$ cat config.mk
export PLATFORM = sky130hd
export DESIGN_NAME = dt_res_sched
export DESIGN_NICKNAME = d
export VERILOG_FILES = /design/src/rtl/dt_res_sched.sv
export SDC_FILE = /design/constraint.sdc
export NUM_CORES = 1
export LEC_CHECK = 0
export ABC_AREA = 1
export CORE_MARGIN = 2
export CORE_UTILIZATION = 43
export CTS_BUF_LIST = sky130_fd_sc_hd__clkbuf_4
export DETAILED_ROUTE_END_ITERATION = 10
export MAX_ROUTING_LAYER = met4
export PLACE_DENSITY = 0.89
export SLEW_MARGIN = 20
export SYNTH_ARGS = -nofsm -noshare
export SYNTH_HDL_FRONTEND = slang
export SYNTH_SLANG_ARGS = --single-unit
$ cat constraint.sdc
create_clock -name clk -period 2.7 [get_ports clk]
set_input_delay 0.81 -clock clk [delete_from_list [all_inputs] [get_ports clk]]
set_output_delay 0.81 -clock clk [all_outputs]
set_load 0.03 [all_outputs]
$ cat src/rtl/dt_res_sched.sv
// rtl/dt_res_sched.sv - forward/backward pass sequencer and result-memory arbiter
module dt_res_sched #(
  parameter logic [1:0] HS_MAXWAIT = 2'd3
) (
  input  logic        clk,
  input  logic        reset,
  input  logic        start,
  output logic        busy,
  output logic        done,
  output logic        fw_start,
  output logic        bw_start,
  input  logic        fw_done,
  input  logic        bw_done,
  input  logic        fw_req,
  input  logic        bw_req,
  input  logic        hs_req,
  input  logic        fw_we,
  input  logic        bw_we,
  input  logic        hs_we,
  input  logic [13:0] fw_addr,
  input  logic [13:0] bw_addr,
  input  logic [13:0] hs_addr,
  input  logic [7:0]  fw_wdata,
  input  logic [7:0]  bw_wdata,
  input  logic [7:0]  hs_wdata,
  output logic        fw_gnt,
  output logic        bw_gnt,
  output logic        hs_gnt,
  output logic        fw_rvalid,
  output logic        bw_rvalid,
  output logic        hs_rvalid,
  output logic [7:0]  rdata,
  output logic        res_rd,
  output logic        res_wr,
  output logic [13:0] res_addr,
  output logic [7:0]  res_do,
  input  logic [7:0]  res_di
);

  typedef enum logic [2:0] {
    S_IDLE, S_FW, S_FW_DRAIN, S_BW, S_BW_DRAIN, S_DONE
  } state_t;

  typedef enum logic [1:0] {
    TAG_NONE, TAG_FW, TAG_BW, TAG_HS
  } tag_t;

  state_t      r_state;
  logic [1:0]  r_hs_wait;
  tag_t        r_tag1;
  tag_t        r_tag2;
  logic        r_busy;
  logic        r_done;
  logic        r_fw_start;
  logic        r_bw_start;
  logic        r_res_rd;
  logic        r_res_wr;
  logic [13:0] r_res_addr;
  logic [7:0]  r_res_do;

  logic        w_hs_urgent;
  logic        w_fw_gnt;
  logic        w_bw_gnt;
  logic        w_hs_gnt;
  logic        w_any_gnt;
  logic        w_we;
  logic [13:0] w_addr;
  logic [7:0]  w_wdata;
  tag_t        w_rd_tag;
  logic        w_drained;

  // The host has waited long enough and takes this one cycle from the engine.
  assign w_hs_urgent = hs_req && (r_hs_wait == HS_MAXWAIT);

  // Engines are granted only in their own pass; grants are masked while reset is held.
  assign w_fw_gnt = reset && (r_state == S_FW) && fw_req && !w_hs_urgent;
  assign w_bw_gnt = reset && (r_state == S_BW) && bw_req && !w_hs_urgent;

  // Host grant: yields to the owning engine during a pass unless it is urgent.
  always_comb begin
    w_hs_gnt = 1'b0;
    if (reset && hs_req) begin
      case (r_state)
        S_FW:    w_hs_gnt = !fw_req || w_hs_urgent;
        S_BW:    w_hs_gnt = !bw_req || w_hs_urgent;
        default: w_hs_gnt = 1'b1;
      endcase
    end
  end

  assign w_any_gnt = w_fw_gnt || w_bw_gnt || w_hs_gnt;

  // Select the granted requester's access onto the memory side.
  always_comb begin
    w_we     = hs_we;
    w_addr   = hs_addr;
    w_wdata  = hs_wdata;
    w_rd_tag = TAG_NONE;
    if (w_fw_gnt) begin
      w_we    = fw_we;
      w_addr  = fw_addr;
      w_wdata = fw_wdata;
      if (!fw_we) w_rd_tag = TAG_FW;
    end else if (w_bw_gnt) begin
      w_we    = bw_we;
      w_addr  = bw_addr;
      w_wdata = bw_wdata;
      if (!bw_we) w_rd_tag = TAG_BW;
    end else if (w_hs_gnt && !hs_we) begin
      w_rd_tag = TAG_HS;
    end
  end

  // A read in stage 2 returns this cycle, so only stage 1 still holds the phase open.
  assign w_drained = (r_tag1 == TAG_NONE);

  // Pass sequencing with registered start/busy/done outputs.
  always_ff @(posedge clk or negedge reset) begin
    if (!reset) begin
      r_state    <= S_IDLE;
      r_busy     <= 1'b0;
      r_done     <= 1'b0;
      r_fw_start <= 1'b0;
      r_bw_start <= 1'b0;
    end else begin
      r_fw_start <= 1'b0;
      r_bw_start <= 1'b0;
      case (r_state)
        S_IDLE, S_DONE: begin
          if (start) begin
            r_state    <= S_FW;
            r_fw_start <= 1'b1;
            r_busy     <= 1'b1;
            r_done     <= 1'b0;
          end
        end
        S_FW: begin
          if (fw_done) r_state <= S_FW_DRAIN;
        end
        S_FW_DRAIN: begin
          if (w_drained) begin
            r_state    <= S_BW;
            r_bw_start <= 1'b1;
          end
        end
        S_BW: begin
          if (bw_done) r_state <= S_BW_DRAIN;
        end
        S_BW_DRAIN: begin
          if (w_drained) begin
            r_state <= S_DONE;
            r_busy  <= 1'b0;
            r_done  <= 1'b1;
          end
        end
        default: r_state <= S_IDLE;
      endcase
    end
  end

  // Count consecutive denied host cycles, saturating at the urgency threshold.
  always_ff @(posedge clk or negedge reset) begin
    if (!reset) begin
      r_hs_wait <= 2'd0;
    end else if (!hs_req || w_hs_gnt) begin
      r_hs_wait <= 2'd0;
    end else if (r_hs_wait != HS_MAXWAIT) begin
      r_hs_wait <= r_hs_wait + 2'd1;
    end
  end

  // Register the granted access onto the memory bus and shift the read-owner tags.
  always_ff @(posedge clk or negedge reset) begin
    if (!reset) begin
      r_res_rd   <= 1'b0;
      r_res_wr   <= 1'b0;
      r_res_addr <= 14'd0;
      r_res_do   <= 8'd0;
      r_tag1     <= TAG_NONE;
      r_tag2     <= TAG_NONE;
    end else begin
      r_res_rd <= w_any_gnt && !w_we;
      r_res_wr <= w_any_gnt && w_we;
      if (w_any_gnt) begin
        r_res_addr <= w_addr;
        r_res_do   <= w_wdata;
      end
      r_tag1 <= w_rd_tag;
      r_tag2 <= r_tag1;
    end
  end

  assign fw_gnt    = w_fw_gnt;
  assign bw_gnt    = w_bw_gnt;
  assign hs_gnt    = w_hs_gnt;
  assign fw_rvalid = (r_tag2 == TAG_FW);
  assign bw_rvalid = (r_tag2 == TAG_BW);
  assign hs_rvalid = (r_tag2 == TAG_HS);
  assign rdata     = res_di;
  assign busy      = r_busy;
  assign done      = r_done;
  assign fw_start  = r_fw_start;
  assign bw_start  = r_bw_start;
  assign res_rd    = r_res_rd;
  assign res_wr    = r_res_wr;
  assign res_addr  = r_res_addr;
  assign res_do    = r_res_do;

endmodule
==> results of run 1 <==
## layout make-up
| cell class | count | area (um^2) | share of cell area |
|---|---|---|---|
| timing repair buffer | 125 | 1210 | 0.348 |
| multi-input combinational | 229 | 1100 | 0.316 |
| sequential | 37 | 926 | 0.267 |
| tap | 70 | 87.6 | 0.0253 |
| inverter | 19 | 71.3 | 0.0206 |
| clock buffer | 6 | 45.0 | 0.0130 |
| clock inverter | 2 | 33.8 | 0.00975 |
## kinds of logic after synthesis
logic type / Yosys count / share of synthesized area
buffers and inverters: 43 / 0.107
XOR/XNOR: 1 / 0.00388
adder cells (fa/ha/maj): 1 / 0.00554
AND/OR/NAND/NOR: 218 / 0.449
AO/OA/AOI/OAI: 9 / 0.0249
flip-flops: 37 / 0.410
## worst max-delay path, stage by stage
cell and delay [ns]:
clkdlybuf4s50_1 0.48, nand2_1 0.06, nand2_1 0.08, nand2_2 0.06, nand2_2 0.06, inv_1 0.04, buf_4 0.16
## per-layer routing
metal	wire length, um	up-vias	GRT usage
li1	-	1200	-
met1	2570	1125	0.274
met2	3300	93	0.404
met3	358	11	0.0415
met4	109	0	0.0782
met5	0	-	-
## sequential cells by signal, summed over array words and instances (netlist names)
name / flops
r_state: 3
res_wr: 1
r_tag2: 2
r_hs_wait: 2
r_tag1: 2
res_rd: 1
res_do: 8
fw_start: 1
bw_start: 1
busy: 1
done: 1
res_addr: 14
## path summary, 6_finish.rpt
check	cells after the start	from	to
min in group clk	0	r_tag1[0]	r_tag2[0]
setup / recovery	7	fw_req	hs_gnt
hold / removal	1	reset	r_hs_wait[1]
hold reg to reg	0	r_tag1[0]	r_tag2[0]
setup reg to reg	10	r_hs_wait[0]	res_do[7]
max in group asynchronous	2	reset	res_addr[5]
## cell usage after synthesis
cell / count / area (um^2)
a21oi_1: 4 / 20.0
buf_2: 8 / 40.0
inv_2: 5 / 18.8
buf_4: 9 / 67.6
o21ai_0: 4 / 20.0
nor2_1: 13 / 48.8
clkbuf_1: 2 / 7.51
nand3_1: 75 / 375
nand4_1: 2 / 12.5
dfrtp_1: 37 / 926
or2_0: 17 / 106
a21oi_4: 1 / 16.3
buf_6: 5 / 56.3
inv_1: 14 / 52.6
or2_1: 1 / 6.26
nor2_2: 2 / 12.5
nor3_1: 1 / 5.00
or2_2: 6 / 37.5
ha_1: 1 / 12.5
nand3_2: 1 / 10.0
nand3_4: 1 / 17.5
xor2_1: 1 / 8.76
nand2_2: 4 / 25.0
nand2_1: 95 / 357
## power groups by stage
stage	clock (uW)	sequential [uW]	combinational [uW]
2_1_floorplan	0	1280	646
3_3_place_gp	0	919	1610
3_5_place_dp	0	928	1650
4_1_cts	389	919	1660
5_1_grt	404	950	1790
6_report	376	920	1650
## stage by stage
stage / setup slack, ns / area [um^2] / util / cells / setup TNS, ns
after floorplan: 0.455 / 2260 / - / 309 / 0
after CTS: 0.0108 / 3450 / 0.680 / 487 / 0
after detailed placement: -0.00707 / 3370 / 0.664 / 479 / -0.00707
after global placement: 0.0371 / 3370 / 0.664 / 479 / 0
after global routing: 0.0932 / 3470 / 0.683 / 488 / 0
final: 0.148 / 3470 / 0.683 / 488 / 0
## what timing repair did
item | CTS | global route
endpoints found under the setup margin | 1 | 1
pin swaps | 0 | 3
resized for setup | 1 | 4
hold endpoints to repair | 0 | 0
setup buffers | 0 | 1
hold buffers | 0 | 0
==> flow_summary.json, run 1 <==
{
  "p_sw_uw": 1280,
  "design.portCount": 127,
  "comb_power_share": 0.560,
  "clk_pin_slew_ns": 0.11,
  "synth_seq_cells": 37,
  "p_per_area_mw_per_mm2": 849,
  "place_congestion": 0.871,
  "htreeDepth": 2,
  "setup_viol": 0,
  "io_buffers": 110,
  "num_vias": 2429,
  "ctsRootBufferMaster": "clkbuf_4",
  "num_rows": 26,
  "drt_iter0_drc": 96,
  "grt_usage": 0.233,
  "cts_tree": "yes",
  "final_layout_size_suffix_gt1_frac": 0.117,
  "dr.pass1.iters": 4,
  "fin_nets": 503,
  "power_uw": 2940,
  "drv_cap": 0,
  "tightest_slew_ns": 0.461,
  "synth_cell_types": 24,
  "finalCritPeriodShare": 0.945,
  "numCtsBuffers": 5,
  "hold_ws_ns": 0.273,
  "syn_area_mm2": 0.00226,
  "via_per_inst": 4.98,
  "rsz0062_at_grt": "false",
  "yosysWarnings": 0,
  "clock-sinks": 37,
  "drtAntennaViolNets": 0,
  "critPathMaxFanout": 2,
  "power.internal_uw": 1660,
  "switching_share": 0.436,
  "drc_errors": 0,
  "hold_class": "in2async",
  "dp_hpwl_um": 4880,
  "dieArea_mm2": 0.00585,
  "p_leak_uw": 0.00170,
  "fmax_mhz": 392,
  "area_growth_pct": 53.4,
  "grt.overflow.total": 0,
  "pwr-share-clk": 0.128,
  "syn_inst": 309,
  "grt_pass1_vias": 2421,
  "ys_seq_area_frac": 0.410,
  "insertion_delay_ns": 0.33,
  "antenna_found_initial": 0,
  "critPathArrivalTime_ns": 1.74,
  "start_util": 0.445,
  "grt_pass1_wl_um": 10800,
  "dieWidth_um": 76.5,
  "core_mm2": 0.00507,
  "synth_area_per_cell_um2": 7.31,
  "pwr-share-seq": 0.313,
  "relSlewSlack": 0.691,
  "status": "finished clean",
  "layout_commonest_cell": "clkdlybuf4s50_1",
  "fillers": 458,
  "diodes": 0,
  "post-route-min-period_ns": 2.55,
  "timing_hold_violations_final": 0,
  "avgRoutedWirePerCell_um": 13.0,
  "end_kind": "output port",
  "grt_max_degree": 37,
  "routed_wl_um": 6340,
  "skew_ns": 0.0111,
  "final_cell_mix": "clkdlybuf4s50_1 (104), nand2_1 (94), nand3_1 (75)",
  "die_y_um": 76.5,
  "synthesis.nets": 395,
  "start_kind": "primary input",
  "clock_path_buffers": 2,
  "slew_violations": 0,
  "worstSetupPathType": "in2out",
  "ir_drop_uv": 379,
  "reg2reg_setup_slack_ns": 0.74,
  "cp_data_required_time_ns": 1.89
}
No activity file was read; power rests on OpenSTA's default activity.
==> inputs of run 2 (changes only) <==
--- a/config.mk
+++ b/config.mk
@@ -6,9 +6,10 @@
 export NUM_CORES = 1
 export LEC_CHECK = 0
 export ABC_AREA = 1
+export CORE_ASPECT_RATIO = 0.6
 export CORE_MARGIN = 2
 export CORE_UTILIZATION = 43
-export CTS_BUF_LIST = sky130_fd_sc_hd__clkbuf_4
+export CTS_BUF_LIST = sky130_fd_sc_hd__clkbuf_8
 export DETAILED_ROUTE_END_ITERATION = 10
 export MAX_ROUTING_LAYER = met4
 export PLACE_DENSITY = 0.89
==> run 2 against run 1 <==
Net effect: routed wire length rose by 2.0%; first-iteration DRC count rose by 8.3%; power rose by 3.7%; clock power rose by 19%; combinational power barely moved; non-clock buffer count fell by 1; largest power group unchanged; count of clock-buffer cells in the layout fell by 1; cell count fell by 1.2%; critical path depth did not move; core utilization rose by 1.1 points.
==> flow_summary.json, run 2 (same netlist as run 1, synthesis figures left out) <==
{
  "finalSetupTns_ns": 0,
  "skew_ns": 0.00544,
  "crit_chain": "clkdlybuf4s50_1 -> nand2_1 -> nand2_1 -> nand2_2 -> nand2_2 -> inv_1 -> buf_12",
  "tightest_slew_ns": 0.445,
  "p_leak_uw": 0.00172,
  "dr.pass1.iters": 5,
  "grt_max_degree": 47,
  "avgRoutedWirePerCell_um": 13.4,
  "grt_pass1_wl_um": 10300,
  "reg2regPathDepth": 10,
  "status": "finished clean",
  "timing_hold_violations_final": 0,
  "post-cts-setup-buffer-count": 0,
  "drv_cap": 0,
  "drt_iter0_drc": 104,
  "drtAntennaViolNets": 0,
  "rr_startpoint": "r_hs_wait[0]",
  "clk_pin_slew_ns": 0.07,
  "critPathArrivalTime_ns": 1.75,
  "die_y_um": 60.2,
  "grt_pass1_vias": 2198,
  "layout_commonest_cell": "clkdlybuf4s50_1",
  "post-route-min-period_ns": 2.56,
  "r2r_end": "res_addr[7]",
  "core_mm2": 0.00505,
  "ir_drop_uv": 420,
  "start_util": 0.447,
  "grt.overflow.total": 0,
  "htreeDepth": 2,
  "io_buffers": 110,
  "p_per_area_mw_per_mm2": 869,
  "slew_violations": 0,
  "dieArea_mm2": 0.00587,
  "via_per_inst": 4.96,
  "end_kind": "output port",
  "start_kind": "primary input",
  "insertion_delay_ns": 0.27,
  "cts_tree": "yes",
  "num_vias": 2390,
  "rsz0062_at_grt": "false",
  "ctsRootBufferMaster": "clkbuf_8",
  "largest_reg_flops": 14,
  "fin_nets": 502,
  "dp.cells": 475,
  "path_buf_inv": 3,
  "num_rows": 20,
  "dp_hpwl_um": 5070,
  "diodes": 0,
  "clock_path_buffers": 2,
  "fmax_mhz": 391,
  "reg2reg_setup_slack_ns": 0.91,
  "area_growth_pct": 55.3,
  "setup_viol": 0,
  "place_congestion": 0.910,
  "critPathMaxFanout": 2,
  "finalCritPeriodShare": 0.948,
  "worstSetupPathType": "in2out",
  "clock-sinks": 37,
  "antenna_found_initial": 0,
  "crit_family": "buffers and inverters",
  "numCtsBuffers": 5,
  "final_layout_size_suffix_gt1_frac": 0.111,
  "grt_usage": 0.229,
  "design.portCount": 127,
  "cp_slowest_stage_delay_ns": 0.49,
  "hold_class": "in2async",
  "final_cell_mix": "clkdlybuf4s50_1 (104), nand2_1 (94), nand3_1 (75)",
  "drc_errors": 0,
  "cts_hold_buf": 0,
  "routed_wl_um": 6460,
  "fin_cells": 482,
  "relSlewSlack": 0.703,
  "dieWidth_um": 97.6,
  "critical-path-slowest-cell": "clkdlybuf4s50_1",
  "cp_data_required_time_ns": 1.89
}
[run 2: cell types whose count changed in the layout (fill, tap and decap cells not counted), sizes merged]
cell / previous run / this run
buf: 19 / 18
clkbuf: 6 / 5
dlygate4sd2: 0 / 1
dlymetal6s2s: 2 / 1
[run 2: repair_timing]
item	4_1_cts	5_1_grt
gates resized for setup	2	1
setup endpoints to repair	1	1
pin swaps	0	2
[run 2: worst max-delay path by stage]
stage	from	endpoint	slack [ns]	cells after the start
after CTS	bw_req	hs_gnt	0.04	7
after global routing	fw_req	hs_gnt	0.07	7
after global placement	hs_req	hs_gnt	-0.03	8
after detailed placement	hs_req	hs_gnt	-0.03	8
final	fw_req	hs_gnt	0.14	7
after floorplan	hs_req	bw_gnt	0.46	3
[run 2: cell type report]
type | instances | area, um^2
fill | 424 | 1550
timing repair buffer | 124 | 1230
multi-input combinational | 229 | 1090
sequential | 37 | 926
tap | 66 | 82.6
inverter | 19 | 71.3
clock buffer | 5 | 68.8
clock inverter | 2 | 35.0
[run 2: power breakdown]
group | switching [uW] | internal, uW
Sequential | 145 | 777
Combinational | 984 | 698
Clock | 178 | 268
Total | 1310 | 1740
[run 2: layer usage]
layer  vias up  track usage  part of all wire
li1       1194            -                 -
met1      1076        0.286              0.45
met2       114        0.367              0.44
met3         6       0.0795              0.11
met4         0       0.0496            0.0074
met5         -            -                 0
[run 2: through the flow]
stage	worst slack (ns)	cell area (um^2)	utilization	power (uW)	hold slack, ns
finish	0.139	3510	0.694	3050	0.345
global route	0.0685	3510	0.694	3260	0.329
CTS	0.0361	3510	0.694	3070	0.338
detailed placement	-0.0328	3400	0.673	2620	0.372
global placement	-0.0334	3400	0.673	2570	0.357
floorplan	0.455	2260	-	1930	0.346
[run 2: worst register-to-register path, stage by stage, from the launching register on]
cell     delay [ns]
dfrtp_1        0.40
ha_1           0.24
nand2_2        0.10
inv_1          0.06
nor2_1         0.11
nand2_2        0.08
nand2_2        0.07
buf_4          0.12
nand2_2        0.25
nand3_1        0.19
nand2_1        0.07
==> inputs of run 3 (changes only) <==
--- a/config.mk
+++ b/config.mk
@@ -12,8 +12,7 @@
 export CTS_BUF_LIST = sky130_fd_sc_hd__clkbuf_8
 export DETAILED_ROUTE_END_ITERATION = 10
 export MAX_ROUTING_LAYER = met4
-export PLACE_DENSITY = 0.89
-export SLEW_MARGIN = 20
+export PLACE_DENSITY_LB_ADDON = 0.12
 export SYNTH_ARGS = -nofsm -noshare
 export SYNTH_HDL_FRONTEND = slang
 export SYNTH_SLANG_ARGS = --single-unit
==> run 3 against run 2 <==
Net effect: combinational power is essentially flat; via count fell by 0.63%; critical path depth stayed put; count of clock-buffer cells in the layout up 1; sequential share of layout area rose by 0.21 points; clock power down 8.5%; clock skew increased by 0.0023 ns.
==> flow_summary.json, run 3 (same netlist as run 1, synthesis figures left out) <==
{
  "place_congestion": 0.847,
  "insertion_delay_ns": 0.29,
  "cp_slowest_stage_delay_ns": 0.48,
  "start_util": 0.447,
  "tightest_slew_ns": 0.455,
  "diodes": 0,
  "relSlewSlack": 0.696,
  "cts_hold_buf": 0,
  "r2r_end": "res_do[7]",
  "dieArea_mm2": 0.00587,
  "fillers": 441,
  "num_vias": 2375,
  "drc_errors": 0,
  "clk_pin_slew_ns": 0.07,
  "post-route-min-period_ns": 2.57,
  "critPathArrivalTime_ns": 1.76,
  "die_y_um": 60.2,
  "fin_nets": 501,
  "final_cell_area_mm2": 0.00348,
  "dp_hpwl_um": 4850,
  "crit_chain": "clkdlybuf4s50_1 -> nand2_1 -> nand2_1 -> nand2_2 -> nand2_2 -> inv_1 -> buf_12",
  "multi_input_area_mm2": 0.00109,
  "htreeDepth": 2,
  "critical-path-slowest-cell": "clkdlybuf4s50_1",
  "avgRoutedWirePerCell_um": 13.4,
  "grt_max_degree": 36,
  "end_kind": "output port",
  "finalSetupTns_ns": 0,
  "skew_ns": 0.00771,
  "final_layout_size_suffix_gt1_frac": 0.111,
  "dieWidth_um": 97.6,
  "final_cell_mix": "clkdlybuf4s50_1 (104), nand2_1 (94), nand3_1 (75)",
  "antenna_found_initial": 0,
  "num_rows": 20,
  "drt_iter0_drc": 79,
  "critPathMaxFanout": 2,
  "hold_ws_ns": 0.325,
  "reg2regPathDepth": 10,
  "timing_hold_violations_final": 0,
  "cts_tree": "yes",
  "grt_util_met3": 0.0795,
  "largest_reg_flops": 14,
  "place_area_mm2": 0.00338,
  "power_uw": 3000,
  "seqCellArea_um2": 926,
  "ir_drop_uv": 323,
  "drv_cap": 0,
  "rsz0062_at_grt": "false",
  "layout_commonest_cell": "clkdlybuf4s50_1",
  "worstSetupPathType": "in2out",
  "finalCritPeriodShare": 0.952,
  "clock_path_buffers": 2,
  "cp_data_required_time_ns": 1.89,
  "routed_wl_um": 6440,
  "gr-usage-met1": 0.318,
  "grtUsageMet2": 0.348,
  "reg2reg_setup_slack_ns": 0.86,
  "setup_viol": 0,
  "status": "finished clean",
  "design.portCount": 127,
  "fmax_mhz": 389,
  "slew_violations": 0,
  "via_per_inst": 4.93,
  "clock-sinks": 37,
  "start_kind": "primary input",
  "rr_startpoint": "r_hs_wait[0]",
  "io_buffers": 110,
  "grt.overflow.total": 0,
  "grt_pass1_vias": 2173,
  "top_usage_layer": "met2",
  "core_mm2": 0.00505,
  "grt_usage": 0.236,
  "p_leak_uw": 0.00170,
  "p_per_area_mw_per_mm2": 861,
  "area_growth_pct": 54.1,
  "dr.pass1.iters": 4,
  "numCtsBuffers": 5,
  "grt_pass1_wl_um": 10600,
  "ctsRootBufferMaster": "clkbuf_8",
  "drtAntennaViolNets": 0,
  "hold_class": "in2async"
}
## run 3: cell count changes in the layout (fill, tap and decap cells not counted), sizes merged
cell    before  now
buf         18   17
bufinv       1    0
clkbuf       5    6
clkinv       1    2
## run 3: cell type report
class                           instances  share of cell area
Clock buffer                            6              0.0237
Clock inverter                          2             0.00395
Inverter                               19              0.0205
Multi-Input combinational cell        229               0.314
Sequential cell                        37               0.266
Tap cell                               66              0.0237
Timing Repair Buffer                  123               0.348
## run 3: per-layer routing
metal,vias up,share of wire,wire length [um]
met1,1072,0.47,3050
met3,9,0.094,604
met5,-,0,0
met4,0,0.0068,44
met2,97,0.43,2740
li1,1197,-,-
## run 3: worst max-delay path by stage
stage | start | end | depth (start not counted)
after CTS | bw_req | hs_gnt | 7
after floorplan | hs_req | bw_gnt | 3
final | fw_req | hs_gnt | 7
after detailed placement | hs_req | hs_gnt | 8
after global placement | hs_req | hs_gnt | 8
after global routing | fw_req | hs_gnt | 7
## run 3: stage by stage
step / instances / setup WS, ns / utilization
4_1_cts: 482 / 0.0462 / 0.688
5_1_grt: 482 / 0.0822 / 0.689
6_report: 482 / 0.131 / 0.689
2_1_floorplan: 309 / 0.455 / -
3_3_place_gp: 474 / -0.0347 / 0.669
3_5_place_dp: 474 / -0.0636 / 0.669
## run 3: worst max-delay path: cells and delay by family
kind,cells,cell delay (ns)
buffers and inverters,3,0.67
AND/OR/NAND/NOR,4,0.27
## run 3: power breakdown
part / internal (uW) / switching [uW] / leakage [uW] / total (uW)
sequential: 777 / 152 / 0.000468 / 929
combinational: 686 / 975 / 0.00118 / 1660
clock: 207 / 201 / 0.0000512 / 408
## run 3: what timing repair did
action	in CTS	in global routing
buffers inserted	0	0
gates resized for setup	2	1
pin swaps	0	2
setup endpoints to repair	1	1
